## src/rtl/fetch_sequencer.sv

```systemverilog
// Four-state instruction sequencer: fetches from a 16-entry ROM, decodes, strobes the datapath, handles jmp/br/halt.
// Optional build macro FETCH_SEQ_RETIRE_CNT_EN adds a 16-bit retired-instruction counter output.
module fetch_sequencer #(
   parameter logic [3:0] PC_RESET = 4'd0
) (
   input  logic        clk,
   input  logic        rst_n,
   input  logic        run,
   output logic [3:0]  rom_addr,
   input  logic [15:0] rom_instr,
   input  logic        zero_flag,
   input  logic        dp_busy,
   output logic [3:0]  op,
   output logic [2:0]  rd,
   output logic [2:0]  rs,
   output logic [7:0]  imm,
   output logic        exec_en,
   output logic        halted,
`ifdef FETCH_SEQ_RETIRE_CNT_EN
   output logic [15:0] retire_cnt,
`endif
   output logic [3:0]  pc
);

   localparam logic [3:0] OP_JMP  = 4'b1000;
   localparam logic [3:0] OP_BR   = 4'b1100;
   localparam logic [3:0] OP_HALT = 4'b1111;

   typedef enum logic [1:0] {FETCH, DECODE, EXEC, HALT} state_t;

   state_t      state_reg, state_next;
   logic [3:0]  pc_reg, pc_next;
   logic [15:0] ir_reg, ir_next;
   logic [3:0]  op_reg, op_next;
   logic [2:0]  rd_reg, rd_next;
   logic [2:0]  rs_reg, rs_next;
   logic [7:0]  imm_reg, imm_next;
   logic        exec_en_reg, exec_en_next;
   logic        halted_reg, halted_next;
   logic        exec_exit;

   always_ff @(posedge clk) begin
      if (!rst_n) begin
         state_reg   <= FETCH;
         pc_reg      <= PC_RESET;
         ir_reg      <= '0;
         op_reg      <= '0;
         rd_reg      <= '0;
         rs_reg      <= '0;
         imm_reg     <= '0;
         exec_en_reg <= 1'b0;
         halted_reg  <= 1'b0;
      end else begin
         state_reg   <= state_next;
         pc_reg      <= pc_next;
         ir_reg      <= ir_next;
         op_reg      <= op_next;
         rd_reg      <= rd_next;
         rs_reg      <= rs_next;
         imm_reg     <= imm_next;
         exec_en_reg <= exec_en_next;
         halted_reg  <= halted_next;
      end
   end

   always_comb begin
      state_next   = state_reg;
      pc_next      = pc_reg;
      ir_next      = ir_reg;
      op_next      = op_reg;
      rd_next      = rd_reg;
      rs_next      = rs_reg;
      imm_next     = imm_reg;
      exec_en_next = 1'b0;
      halted_next  = halted_reg;
      exec_exit    = 1'b0;
      case (state_reg)
         FETCH: begin
            if (run) begin
               ir_next    = rom_instr;
               state_next = DECODE;
            end
         end
         DECODE: begin
            op_next      = ir_reg[15:12];
            rd_next      = ir_reg[11:9];
            rs_next      = ir_reg[8:6];
            imm_next     = ir_reg[7:0];
            // The strobe is registered here so it is high for exactly the first EXEC cycle.
            exec_en_next = (ir_reg[15:12] != OP_HALT);
            state_next   = EXEC;
         end
         EXEC: begin
            if (!dp_busy) begin
               exec_exit = 1'b1;
               if (op_reg == OP_HALT) begin
                  halted_next = 1'b1;
                  state_next  = HALT;
               end else begin
                  state_next = FETCH;
                  if (op_reg == OP_JMP || (op_reg == OP_BR && zero_flag))
                     pc_next = ir_reg[11:8];
                  else
                     pc_next = pc_reg + 4'd1;
               end
            end
         end
         HALT: begin
            state_next = HALT;
         end
         default: state_next = FETCH;
      endcase
   end

`ifdef FETCH_SEQ_RETIRE_CNT_EN
   logic [15:0] retire_cnt_reg;

   always_ff @(posedge clk) begin
      if (!rst_n)
         retire_cnt_reg <= '0;
      else if (exec_exit)
         retire_cnt_reg <= retire_cnt_reg + 16'd1;
   end

   assign retire_cnt = retire_cnt_reg;
`endif

   assign rom_addr = pc_reg;
   assign pc       = pc_reg;
   assign op       = op_reg;
   assign rd       = rd_reg;
   assign rs       = rs_reg;
   assign imm      = imm_reg;
   assign exec_en  = exec_en_reg;
   assign halted   = halted_reg;

endmodule
```

## config.mk

```make
export PLATFORM = sky130hd
export DESIGN_NAME = fetch_sequencer
export DESIGN_NICKNAME = d
export VERILOG_FILES = /design/src/rtl/fetch_sequencer.sv
export SDC_FILE = /design/constraint.sdc
export NUM_CORES = 1
export LEC_CHECK = 0
export CELL_PAD_IN_SITES_DETAIL_PLACEMENT = 1
export CELL_PAD_IN_SITES_GLOBAL_PLACEMENT = 1
export CORE_UTILIZATION = 30
export DETAILED_ROUTE_END_ITERATION = 8
export PLACE_DENSITY = 0.79
export SYNTH_ARGS = -nofsm -noshare
export SYNTH_HDL_FRONTEND = slang
export SYNTH_SLANG_ARGS = --single-unit
```

## constraint.sdc

```tcl
create_clock -name clk -period 1 [get_ports clk]
set_input_delay 0.15 -clock clk [delete_from_list [all_inputs] [get_ports clk]]
set_output_delay 0.15 -clock clk [all_outputs]
set_load 0.01 [all_outputs]
```

Word level (Yosys, flattened, before mapping):

Index checks and enable logic that the tools add are counted.

* flip-flop bits (word level): 42
* bits in latches: 0
* memory bits (writable): 0
* ROM bits: 0
* input port bits: 21
* output and inout bits: 28
* logic and storage cells: 34
* memories: 0

* $add $sub $neg: 1
* $mul: 0
* div/mod/pow operators: 0
* order comparisons: 0
* eq/ne operators: 9
* shift operators: 0
* muxes and demuxes: 5
* bitwise operators: 2
* reductions and logical operators: 8

Operators by type and width (count)
* 4-bit equality test (second input constant): 3
* 2-bit one-hot mux with 4 select lines: 1
* 2-bit two-way mux: 3
* 2-bit AND reduction: 3
* 3-bit AND reduction: 2
* 4-bit by 1-bit adder with 4-bit output (second input constant): 1
* 2-bit equality test (second input constant): 2
* 4-bit two-way mux: 1
* 2-bit != test (second input constant): 2
* 4-bit != test (second input constant): 1
* 2-bit by 1-bit equality test with 1-bit output (second input constant): 1
* 2-bit zero test: 1
* 1-bit inverter: 2
* 1-bit logical AND: 1
* 1-bit logical OR: 1

Longest topological paths before layout:

* depth in word-level cells: 4
* mapped depth: 6
* depth with buffers taken out: 4

Worst setup path before layout:

OpenSTA, ideal clock, no wires.

* path kind: flip-flop to flip-flop
* start: register op_reg[3] (netlist: op[3])
* end: register pc_reg[0] (netlist: pc[0])
* library setup time: 0.075 ns
* data arrival time: 1.082 ns
* required time: 0.925 ns
* setup slack: -0.157 ns
* cell stages (with the launch flop): 6
* buffers on the path: 1
* clock period less this slack: 1.157 ns
* cell sequence: dfxtp_1 nand4_1 and3_1 buf_4 nand2b_4 a31oi_2

* longest elaborated chain between the ends: 4
* elaborated cells between the ends (all ways): 8
* those cells by class: 3 x eq/ne; 1 x mux; 1 x bitwise; 3 x reduce/logical

Ends and longest elaborated chain
* from (decl): line 34 `logic [3:0] op_reg, op_next;`
* from (signal assigned): line 57 `op_reg <= op_next;`
* 4-bit equality test: line 101 `if (op_reg == OP_JMP || (op_reg == OP_BR && zero_flag))`
* 1-bit logical AND: line 101
* 1-bit logical OR: line 101
* 4-bit two-way mux: line 101
* to (signal assigned): line 55 `pc_reg <= pc_next;`
* to (decl): line 32 `logic [3:0] pc_reg, pc_next;`

Several ways; a longest one is shown, not always the timed one.
A chain may end at the register's enable or synchronous reset.

Worst setup path in the final report:

* start: register state_reg[1]
* end: register op_reg[2] (netlist: op[2])

* longest elaborated chain between the ends: 1

Ends and longest elaborated chain
* from (decl): line 31 `state_t state_reg, state_next;`
* from (signal assigned): line 54 `state_reg <= state_next;`
* 2-bit by 1-bit equality test with 1-bit output: line 77 `case (state_reg)`

Every way passes these cells.

==> impl_results.md <==
* Status: finished with violations
* Failing checks: setup timing
* Cells after synthesis at 197
* Gr usage total at 0.1765
* Die X at 76.48 um
* Met3 routed WL at 210 um
* Final setup fails at 40
* Avg Cell Area, Syn at 8.447 um^2
* Share of layout cells above drive strength 1 at 0.6255
* Top Layer Used: met4
* Initial DRT Pass Iterations at 5
* Via count at 1,633
* Synth cell types at 33
* Yosys reg bits at 40
* Root Buffer: clkbuf_8
* Clk slew on worst S/H paths at 0.09 ns
* Synthesis Warnings at 0
* Die area at 5849 um^2
* TritonCTS clock tree: built
* Post-layout power at 0.003898 W
* Max rail drop VDD at 734.7 uV
* GP Congestion at 0.7631
* Fill cell count at 600
* HPWL Detailed at 3232 um
* Met2 WL at 3112 um
* Final worst slack at -0.1917 ns
* Worst-Margin Slew at 0.3221 ns
* WL/cell at 17.14 um
* Core area at 5238 um^2
* Max-slew violations at 0
* Setup crit start kind: flip-flop
* Syn-to-layout area delta at 70.23%
* Crit Path Category: reg -> reg
* Total CTS buffers at 5
* Gr ovfl total at 0
* Pwr dens at 1376 nW/um^2
* Std cell rows at 26
* Antenna violations before repair at 0
* Req. time, crit path at 1.22 ns
* First-pass GRT wire length at 8066 um
* Critical path capture point type: flip-flop
* Wl on met1 at 2332 um
* Pin count of the biggest net entering global routing at 21
* Sink Count at 40
* Min Tclk post-route at 1.192 ns
* Min-Delay Path Class: in -> reg
* Number of nets in the layout at 288
* Post-DRT Antenna Nets at 0
* Max reg flops at 16
* Vias in the first global route at 1,629
* Crit path cell chain: buf_6 > nor2_4 > buf_8 > nand2_2 > a21oi_2
* Pre-CTS setup slack at -0.4231 ns
* DR vias/cell at 4.846
* Iter 0 DRT Violations at 89
* MaxCap Viol Count at 0
* Area occupied by multi-input gates at 1102 um^2
* Leakage at 1.249 nW
* Worst Skew at 0.01230 ns
* Post-synth top area cell: dfxtp_1
* Total wire length at 5777 um
* Register area at 845.8 um^2
* Boundary Pins at 49
* Initial Utilization at 0.3177
* Number of port buffers at 48
* Final worst path period share at 1.192
* Crit-path slowest cell: dfxtp_4
* Die Height at 76.48 um
* Fmax at 0.8391 GHz
* Worst slew margin at 0.7852
* Arrival time worst endpoint at 1.41 ns
* Peak per-stage delay on the critical path at 0.38 ns
* Netlist Area Pre-Place at 1664 um^2
* Critical-path maximum fanout at 6
* DRC Markers at 0
* Sequential fraction of the synthesis area at 0.4812
* Top cells by area, synth: dfxtp_1 (48%), nand2_1 (15%), a21oi_1 (6.9%), a21oi_2 (5.8%), buf_4 (4.1%)
* Top delay family on crit path: flip-flops
* Deepest clock path buffer count at 2
* RSZ-0062 raised after global routing: yes
* Synthesized Nets at 219
* Post-CTS Hold Fix Bufs at 0
* # diodes at 0
* Worst skew pair latency at 0.30 ns
* H-tree levels at 2
* Final hold vios at 0
* WP buf/inv at 2
* Top cell type's share of synthesized area at 0.4812
==> synthesized netlist by cell type <==
master	number
a21boi_0	1
a21oi_1	23
a21oi_2	11
a31oi_1	2
a31oi_2	1
a41oi_1	1
and2_4	1
and3_1	2
and4_1	1
buf_12	1
buf_2	3
buf_4	9
buf_6	2
clkbuf_1	1
clkinv_1	1
dfxtp_1	40
ha_1	1
inv_1	1
mux2i_1	2
nand2_1	66
nand2_2	5
nand2b_1	2
nand2b_4	1
nand3_1	3
nand3b_1	1
nand4_1	1
nor2_1	5
nor2_2	1
nor2_4	1
nor2b_1	1
o21a_1	1
o21ai_0	3
o22ai_1	2
==> logic make-up after synthesis <==
family | Yosys count | synth area share
compound gates | 45 | 0.1729
flops | 40 | 0.4812
buf+inv | 18 | 0.08194
simple gates | 91 | 0.2444
mux | 2 | 0.01203
fa+ha+maj | 1 | 0.007518
==> path summary, 6_finish.rpt <==
| kind | slack [ns] | start | cells after the start | to |
|---|---|---|---|---|
| setup reg to reg | -0.19 | state_reg[1] | 5 | op[2] |
| hold / removal | 0.32 | run | 3 | state_reg[0] |
| hold reg to reg | 0.46 | rd[1] | 2 | rd[1] |
| setup / recovery | -0.19 | state_reg[1] | 5 | op[2] |
==> per-layer routing <==
| layer | up-vias | GRT usage |
|---|---|---|
| met5 | - | 0 |
| met4 | 0 | 0.06346 |
| met3 | 10 | 0.03952 |
| met2 | 36 | 0.3171 |
| met1 | 801 | 0.2034 |
| li1 | 786 | - |
==> placed cells by master, fill, tap and decap left out, types with 3 or more instances in the layout <==
master	count
a21oi_1	4
a21oi_2	30
buf_2	26
buf_4	19
buf_6	7
clkbuf_8	7
clkdlybuf4s50_1	19
dfxtp_1	20
dfxtp_2	12
dfxtp_4	8
nand2_1	40
nand2_2	7
nand2_4	23
nand2b_4	3
nor2_1	3
nor2_4	3
==> stage by stage <==
stage          instance area [um^2]  utilization  cells  hold slack, ns  setup TNS [ns]
4_1_cts                        2613       0.4988    334          0.3999          -1.823
5_1_grt                        2833       0.5409    337          0.3388          -5.582
3_3_place_gp                   2369       0.4522    319          0.4397          -8.570
6_report                       2833       0.5409    337          0.3192          -4.060
2_1_floorplan                  1764            -    197          0.2695         -0.6597
3_5_place_dp                   2369       0.4522    319          0.4499          -9.556
==> layout make-up <==
cell class / count / share of cell area
clock buffers: 7 / 0.03401
flip-flops and latches: 40 / 0.2986
inverters: 2 / 0.002650
repair buffers: 78 / 0.2341
clock inverters: 1 / 0.01060
well taps: 70 / 0.03092
multi-input cells: 139 / 0.3891
==> worst min-delay path: stages <==
cell and delay, ns:
dlymetal6s2s_1 0.19, nand2_8 0.16, a21oi_1 0.08
==> power by group <==
part	switching [W]	total [W]	internal, W
Combinational	0.000347	0.000682	0.000335
Sequential	0.0000779	0.00172	0.00165
Clock	0.000609	0.00149	0.000882
==> timing repair <==
| item | in CTS | in global routing |
|---|---|---|
| hold endpoints to repair | 0 | 0 |
| resized for setup | 151 | 68 |
| buffers inserted | 6 | 3 |
| cloned | 1 | 0 |
| setup endpoints to repair | 66 | 47 |
| pin swaps | 12 | 35 |
Note: power is estimated with default switching activity, not from simulation.
